## src/rtl/perf_ctrl.sv

```systemverilog
// perf_ctrl: MMIO-controlled performance counter block.
// Counts cycles and retired instructions while running, with an optional
// cycle limit that auto-stops the run and saturating counters.
// Optional feature macro: PERF_BRANCH_STATS_EN adds branch total and
// branch mispredict counters at offsets 4 and 5. Without it those
// offsets read 0 and no branch counter flops exist.
//
// Register map (word offsets):
//   0 CTRL (write: bit0 START, bit1 STOP, bit2 CLEAR) / STATUS (read: bit0 running, bit1 done)
//   1 CYCLE, 2 INSTR, 3 LIMIT (r/w), 4 BR_TOTAL, 5 BR_MISPRED, 6-7 read 0
module perf_ctrl #(
   parameter int               CNT_W     = 32,
   parameter logic [CNT_W-1:0] LIMIT_RST = '0
) (
   input  logic             clk,
   input  logic             rst,
   input  logic             mmio_en,
   input  logic             mmio_we,
   input  logic [2:0]       mmio_addr,
   input  logic [CNT_W-1:0] mmio_wdata,
   output logic [CNT_W-1:0] mmio_rdata,
   input  logic             inst_retire,
   input  logic             br_resolve,
   input  logic             br_mispred,
   output logic             running,
   output logic             done
);

   localparam logic [1:0] ST_IDLE = 2'd0;
   localparam logic [1:0] ST_RUN  = 2'd1;
   localparam logic [1:0] ST_DONE = 2'd2;

   localparam logic [CNT_W-1:0] CNT_MAX = '1;
   localparam logic [CNT_W-1:0] CNT_ONE = {{(CNT_W-1){1'b0}}, 1'b1};

   // Event counters share one implementation: slot 0 is INSTR, slots 1/2
   // are BR_TOTAL/BR_MISPRED when branch statistics are built in.
`ifdef PERF_BRANCH_STATS_EN
   localparam int NUM_EV = 3;
`else
   localparam int NUM_EV = 1;
`endif

   logic [1:0]              state_reg, state_next;
   logic [CNT_W-1:0]        cycle_reg, cycle_next;
   logic [CNT_W-1:0]        cycle_inc;
   logic [CNT_W-1:0]        limit_reg;
   logic [CNT_W-1:0]        rdata_reg;
   logic [CNT_W-1:0]        rd_val;
   logic                    running_reg, done_reg;
   logic                    in_run;
   logic                    limit_hit;
   logic                    ctrl_wr, limit_wr, rd_en;
   logic                    cmd_clear, cmd_start, cmd_stop;
   logic [NUM_EV-1:0]       ev_hit;
   logic [NUM_EV*CNT_W-1:0] ev_flat;

   assign ctrl_wr   = mmio_en & mmio_we & (mmio_addr == 3'd0);
   assign limit_wr  = mmio_en & mmio_we & (mmio_addr == 3'd3);
   assign rd_en     = mmio_en & ~mmio_we;
   assign cmd_clear = ctrl_wr & mmio_wdata[2];
   assign cmd_start = ctrl_wr & mmio_wdata[0];
   assign cmd_stop  = ctrl_wr & mmio_wdata[1];

   assign in_run    = (state_reg == ST_RUN);
   assign cycle_inc = (cycle_reg == CNT_MAX) ? cycle_reg : cycle_reg + CNT_ONE;
   // A limit already passed (LIMIT lowered mid-run) also ends the run.
   assign limit_hit = in_run && (limit_reg != '0) && (cycle_inc >= limit_reg);

   assign ev_hit[0] = inst_retire;
`ifdef PERF_BRANCH_STATS_EN
   assign ev_hit[1] = br_resolve;
   assign ev_hit[2] = br_resolve & br_mispred;
`else
   logic unused_br;
   assign unused_br = br_resolve ^ br_mispred;
`endif

   // Next state and cycle count: run-time counting/auto-stop, then commands
   // in priority CLEAR > START > STOP.
   always_comb begin
      state_next = state_reg;
      cycle_next = cycle_reg;
      if (in_run) begin
         if (limit_hit) begin
            cycle_next = (cycle_reg < limit_reg) ? limit_reg : cycle_reg;
            state_next = ST_DONE;
         end else begin
            cycle_next = cycle_inc;
         end
      end
      if (cmd_clear) begin
         state_next = ST_IDLE;
         cycle_next = '0;
      end else if (cmd_start) begin
         if (state_reg != ST_RUN) begin
            state_next = ST_RUN;
         end
      end else if (cmd_stop) begin
         if (in_run) begin
            state_next = ST_IDLE;
         end
      end
   end

   // Saturating event counters, one per event slot.
   genvar gi;
   generate
      for (gi = 0; gi < NUM_EV; gi++) begin : g_ev
         logic [CNT_W-1:0] cnt_reg;
         always_ff @(posedge clk) begin
            if (rst) begin
               cnt_reg <= '0;
            end else if (cmd_clear) begin
               cnt_reg <= '0;
            end else if (in_run && ev_hit[gi] && (cnt_reg != CNT_MAX)) begin
               cnt_reg <= cnt_reg + CNT_ONE;
            end
         end
         assign ev_flat[gi*CNT_W +: CNT_W] = cnt_reg;
      end
   endgenerate

   // Read mux over pre-update register values.
   always_comb begin
      rd_val = '0;
      case (mmio_addr)
         3'd0: begin
            rd_val[0] = running_reg;
            rd_val[1] = done_reg;
         end
         3'd1: rd_val = cycle_reg;
         3'd2: rd_val = ev_flat[0 +: CNT_W];
         3'd3: rd_val = limit_reg;
`ifdef PERF_BRANCH_STATS_EN
         3'd4: rd_val = ev_flat[CNT_W +: CNT_W];
         3'd5: rd_val = ev_flat[2*CNT_W +: CNT_W];
`endif
         default: rd_val = '0;
      endcase
   end

   // FSM, cycle counter, LIMIT, read data and status flag registers.
   always_ff @(posedge clk) begin
      if (rst) begin
         state_reg   <= ST_IDLE;
         cycle_reg   <= '0;
         limit_reg   <= LIMIT_RST;
         rdata_reg   <= '0;
         running_reg <= 1'b0;
         done_reg    <= 1'b0;
      end else begin
         state_reg   <= state_next;
         cycle_reg   <= cycle_next;
         if (limit_wr) begin
            limit_reg <= mmio_wdata;
         end
         if (rd_en) begin
            rdata_reg <= rd_val;
         end
         running_reg <= (state_next == ST_RUN);
         done_reg    <= (state_next == ST_DONE);
      end
   end

   assign mmio_rdata = rdata_reg;
   assign running    = running_reg;
   assign done       = done_reg;

endmodule
```

## config.mk

```make
export PLATFORM = sky130hd
export DESIGN_NAME = perf_ctrl
export DESIGN_NICKNAME = d
export VERILOG_FILES = /design/src/rtl/perf_ctrl.sv
export SDC_FILE = /design/constraint.sdc
export NUM_CORES = 1
export LEC_CHECK = 0
export ABC_AREA = 1
export CAP_MARGIN = 20
export CORE_UTILIZATION = 33
export CTS_BUF_LIST = sky130_fd_sc_hd__clkbuf_4 sky130_fd_sc_hd__clkbuf_8
export DETAILED_ROUTE_END_ITERATION = 10
export HOLD_SLACK_MARGIN = 0.03
export PLACE_DENSITY = 0.58
export SLEW_MARGIN = 10
export SYNTH_ARGS = -nofsm -noshare
export SYNTH_HDL_FRONTEND = slang
export SYNTH_SLANG_ARGS = --single-unit
```

## constraint.sdc

```tcl
create_clock -name clk -period 3.1 [get_ports clk]
set_input_delay 0.93 -clock clk [delete_from_list [all_inputs] [get_ports clk]]
set_output_delay 0.93 -clock clk [all_outputs]
set_load 0.005 [all_outputs]
```

# --- Word level (Yosys, flattened, before mapping) ---
# Cells that the tools add are included.
word_totals:
  output_inout_bits: 34
  in_bits: 42
  elab_cells: 49
  register_bits: 132
classes:
  n_lt_le_gt_ge: 2
  n_eq_ne: 10
  bitwise: 8
  n_reduce_logical: 8
  mux: 12
  add_sub_neg: 2
ops:
  columns: ["op", "n"]
  rows:
  - ["$mux W32", 3]
  - ["$pmux W30 S3", 1]
  - ["$add A32 B1 Y32 const B", 2]
  - ["$eq A32 B32 Y1 const B", 1]
  - ["$ge A32 B32 Y1", 1]
  - ["$lt A32 B32 Y1", 1]
  - ["$ne A32 B32 Y1 const B", 1]
  - ["$reduce_bool A32 Y1", 1]
  - ["$mux W2", 7]
  - ["$pmux W2 S4", 1]
  - ["$and A1 B1 Y1", 7]
  - ["$eq A3 B2 Y1 const B", 2]
  - ["$eq A2 B1 Y1 const B", 2]
  - ["$logic_and A1 B1 Y1", 4]
  - ["$ne A2 B1 Y1 const B", 2]
  - ["$eq A3 B1 Y1 const B", 1]
  - ["$logic_not A3 Y1", 1]
  - ["$eq A2 B2 Y1 const B", 1]
  - ["$reduce_and A2 Y1", 1]
  - ["$reduce_or A2 Y1", 1]
  - ["$not A1 Y1", 1]

# --- Longest topological paths before layout ---
logic_depth:
  word_depth: 11
  depth_mapped: 26
  depth_no_buf: 25

# --- Least setup slack after synthesis ---
# No wires, ideal clock.
synth_path:
  kind: "flip-flop to flip-flop"
  start: "reg cycle_reg[0]"
  end: "reg cycle_reg[2]"
  path_stages_with_launch: 20
  synth_period_minus_slack_ps: 2926
  slack_ps: 174
  setup_ps: 113
  required_ps: 2987
  t_arrival_ps: 2813
  n_path_buf: 2
  path_cell_list: "dfxtp_1 > ha_1 > nand2_1 > nor2_2 > nand2_2 > nor2_4 > nand3_4 > buf_6 > nand2_2 > ha_1 > a21oi_1 > o21a_1 > nand2_1 > a21oi_1 > nand2_1 > nand2_1 > clkbuf_1 > o21ai_0 > nor2_1 > nor2_1"
synth_via:
  elab_chain_len: 6
  word_cells_on_any_way: 9
  classes_between: "add/sub (1); order compare (2); eq/ne (2); mux (2); reduce/logical (2)"
synth_lines:
  columns: ["element", "line_no", "rtl"]
  rows:
  - ["start, declared", "45", "logic [CNT_W-1:0] cycle_reg, cycle_next;"]
  - ["start signal, assigned", "154", "cycle_reg <= cycle_next;"]
  - ["$add A32 B1 Y32 or $eq A32 B32 Y1 (tied branches)", "66", "assign cycle_inc = (cycle_reg == CNT_MAX) ? cycle_reg : cycle_reg + CNT_ONE;"]
  - ["$mux W32", "66", null]
  - ["$ge A32 B32 Y1", "68", "assign limit_hit = in_run && (limit_reg != '0) && (cycle_inc >= limit_reg);"]
  - ["$logic_and A1 B1 Y1", "68", null]
  - ["$ne A2 B1 Y1 (no source line)", null, null]
  - ["$reduce_and A2 Y1 (no source line)", null, null]
# Several ways; a longest one is shown, not always the timed one.
# A chain may end at the register's enable or synchronous reset.

# --- Final worst setup path ---
layout_path:
  start: "reg cycle_reg[8]"
  end: "reg cycle_reg[14]"
# Same word-level chain as after synthesis.

==> metrics.md <==
| Metric | Value |
|---|---|
| Hold crit path type | `flip-flop to flip-flop` |
| Register bit total from synthesis | `132` |
| Synth top cells by count | `404 x nand2_1, 157 x nor2_1, 132 x dfxtp_1` |
| Hold-fix buffers, CTS | `0` |
| Syn Nets | `1495` |
| Most frequent cell after synthesis | `nand2_1` |
| Syn Inst Count | `around 1400` |
| P per Cell Area | `286 mW/mm2` |
| Initial DRC Count | `830` |
| Syn. warnings | `0` |
| Slew Limit Fails | `0` |
| CTS tree | `yes` |
| Status | `complete, but fails checks` |
| RSZ-0062 raised after global routing | `true` |
| Reg area | `0.00269 mm2` |
| Initial core utilization | `around a third` |
| Worst setup EP type | `flip-flop` |
| Fillers | `2596` |
| Routability congestion estimate | `approximately 0.96` |
| Critical Path Fanout Max | `5` |
| Peak supply drop | `0.210 mV` |
| Pre-CTS WS | `-0.232 ns` |
| Die height | `between 150 and 200 um` |
| Largest net degree at the start of global routing | `43` |
| Vias per Instance | `between 5 and 6` |
| Post-synth ARST share | `0%` |
| First-pass GRT wire length | `50.6 mm` |
| Worst rel slew slack | `between 60 and 70%` |
| Final setup vio count | `34` |
| Sequential area share after synthesis | `around 29%` |
| Leak Pwr | `approximately 5.6 nW` |
| Req. time, crit path | `3.47 ns` |
| Vias after detailed routing | `10200` |
| DRT Pass-1 Iters | `5` |
| Overflow after GRT | `0` |
| Syn-to-layout area delta | `45.9%` |
| Most frequent CP cell | `nand2_4` |
| Clk Latency, worst-skew pair | `~0.48 ns` |
| Yosys cell types | `40` |
| Critical path class | `flip-flop to flip-flop` |
| Util after Layout | `48.9%` |
| Final WS setup | `-0.210 ns` |
| Slew @ Worst Pin | `0.529 ns` |
| CTS Buf Count | `17` |
| Post-DP Area | `0.0111 mm2` |
| Max clock buf depth | `2` |
| Die ar. | `~0.028 mm2` |
| Vias in the first global route | `9385` |
| CP max stage delay | `just under 0.4 ns` |
| Top cell type's share of synthesized area | `slightly below 30%` |
| PortBufs | `73` |
| Post-synth top area cell | `dfxtp_1` |
| Core ar. | `between 0.02 and 0.03 mm2` |
| Post-Layout Inst Area | `about 0.013 mm2` |
| Clock sinks | `132` |
| Cell row count | `60` |
| Root Buffer | `clkbuf_8` |
| I/O pins | `between 70 and 80` |
| H-tree levels | `4` |
| Crit start category | `flip-flop` |
| Avg Cell Area, Syn | `about 6.5 um2` |
| Crit path DAT | `3.68 ns` |
| Initial antenna violation count | `0` |
| Final nets | `about 1700` |
| Period utilization | `107%` |
| Slowest cell on the critical path | `dfxtp_2` |
| Global Route Usage Sum | `a little under a quarter` |
| DR DRC count | `0` |
| WL final | `35.1 mm` |
| Crit path time final | `~3.3 ns` |
| Ys flop type | `dfxtp_1` |
| CP cell instances | `inv_1 -> nor3_4 -> buf_6 -> nand2_4 -> nor3_4 -> buf_6 -> xor2_4 -> nand2_4 -> ha_4 -> nand2_4 -> nor2_4 -> nand4_1 -> nor2_4 -> nand2_4 -> a21oi_4 -> nand2_4 -> nand2_8 -> buf_12 -> nand2_1 -> nand2_1 -> nor2_1` |
| Top cells by area, synth | `dfxtp_1 29%, nand2_1 17%, ha_1 9.0%, a21oi_1 6.8%, nor2_1 6.5%` |
| Share of cells above drive strength 1 | `roughly 28%` |
| Mapped Area | `around 0.0090 mm2` |
| Detail Route Antenna Nets | `0` |
| Post-synth EDFFs | `0` |
| Worst-path clk slew | `0.09 ns` |
| Die Wd | `between 150 and 200 um` |
| Inserted Diodes | `0` |
| Failing checks | `setup timing` |
| Clock skew | `0.0129 ns` |
| Routed length per instance | `17.9 um` |
| Fin. Hold Viols | `0` |
| Fmax | `just over 0.3 GHz` |
| Max-Cap Viols | `0` |
| Multi-input logic area | `about 0.0067 mm2` |
| Detailed Place HPWL | `about 24 mm` |
worst max-delay path, delay by kind of cell (launching register included):
family	cells	cell delay, ns
buffers and inverters	4	0.51
AOI/OAI and AO/OA	1	0.20
adders and majority gates	1	0.27
DFF	1	0.39
and+or+nand+nor	14	1.65
xor gates and xnor gates	1	0.18
final cells by class:
| type | count | area share [%] |
|---|---|---|
| Tap cell | 341 | 3.23 |
| Sequential cell | 132 | 20.4 |
| Timing Repair Buffer | 249 | 18.6 |
| Multi-Input combinational cell | 1065 | 50.8 |
| Clock inverter | 14 | 1.17 |
| Inverter | 139 | 3.97 |
| Clock buffer | 17 | 1.77 |
stage by stage:
stage          hold WS [ns]  total power [mW]  instances  setup TNS [ns]
2_1_floorplan         0.444              1.99       1388               0
3_3_place_gp          0.453              2.18       1888           -6.18
3_5_place_dp          0.457              2.18       1888           -6.78
4_1_cts               0.471              3.71       1937           -1.61
5_1_grt               0.488              3.91       1957           -9.20
6_report              0.466              3.77       1957           -5.68
logic make-up (layout without fill, tap and decap cells):
family,Yosys count,count (layout),share of synthesized area (%)
AND/OR/NAND/NOR,693,694,32.6
AO/OA/AOI/OAI,257,257,15.4
buffers and inverters,192,419,9.01
flip-flops,132,132,29.2
adder cells (fa/ha/maj),65,65,9.00
XOR/XNOR,49,49,4.75
routing by layer:
metal	GRT usage [%]	routed length, um	up-vias
met5	0	0	-
met2	39.1	16900	360
li1	-	-	4955
met4	7.26	804	0
met3	3.57	2230	63
met1	30.6	15100	4817
where the power goes:
part / internal (mW) / switching [mW]
Sequential: 1.71 / 0.0157
Clock: 0.720 / 0.808
Combinational: 0.213 / 0.307
worst paths after layout:
path / start / end / slack (ns) / cells after the start
setup / recovery: cycle_reg[8] / cycle_reg[14] / -0.21 / 21
setup reg to reg: cycle_reg[8] / cycle_reg[14] / -0.21 / 21
hold / removal: mmio_rdata[8] / mmio_rdata[8] / 0.47 / 2
hold reg to reg: mmio_rdata[8] / mmio_rdata[8] / 0.47 / 2
cells in the final DEF (no fill, tap or decap), types with 23 or more instances in the layout:
cell type / count
dfxtp_1: 110
nand2_4: 31
clkdlybuf4s50_1: 73
o21ai_0: 77
ha_1: 42
nand2_1: 329
nor2_1: 134
xor2_1: 35
nand2_2: 70
buf_4: 138
ha_4: 23
a21oi_1: 115
inv_1: 116
repair_timing:
action	in CTS	in global routing
resized for setup	76	210
gates cloned	6	12
endpoints found under the hold margin	0	0
setup endpoints to repair	36	36
setup buffers	12	14
pin swaps	11	65
Note: power is estimated with default switching activity, not from simulation.
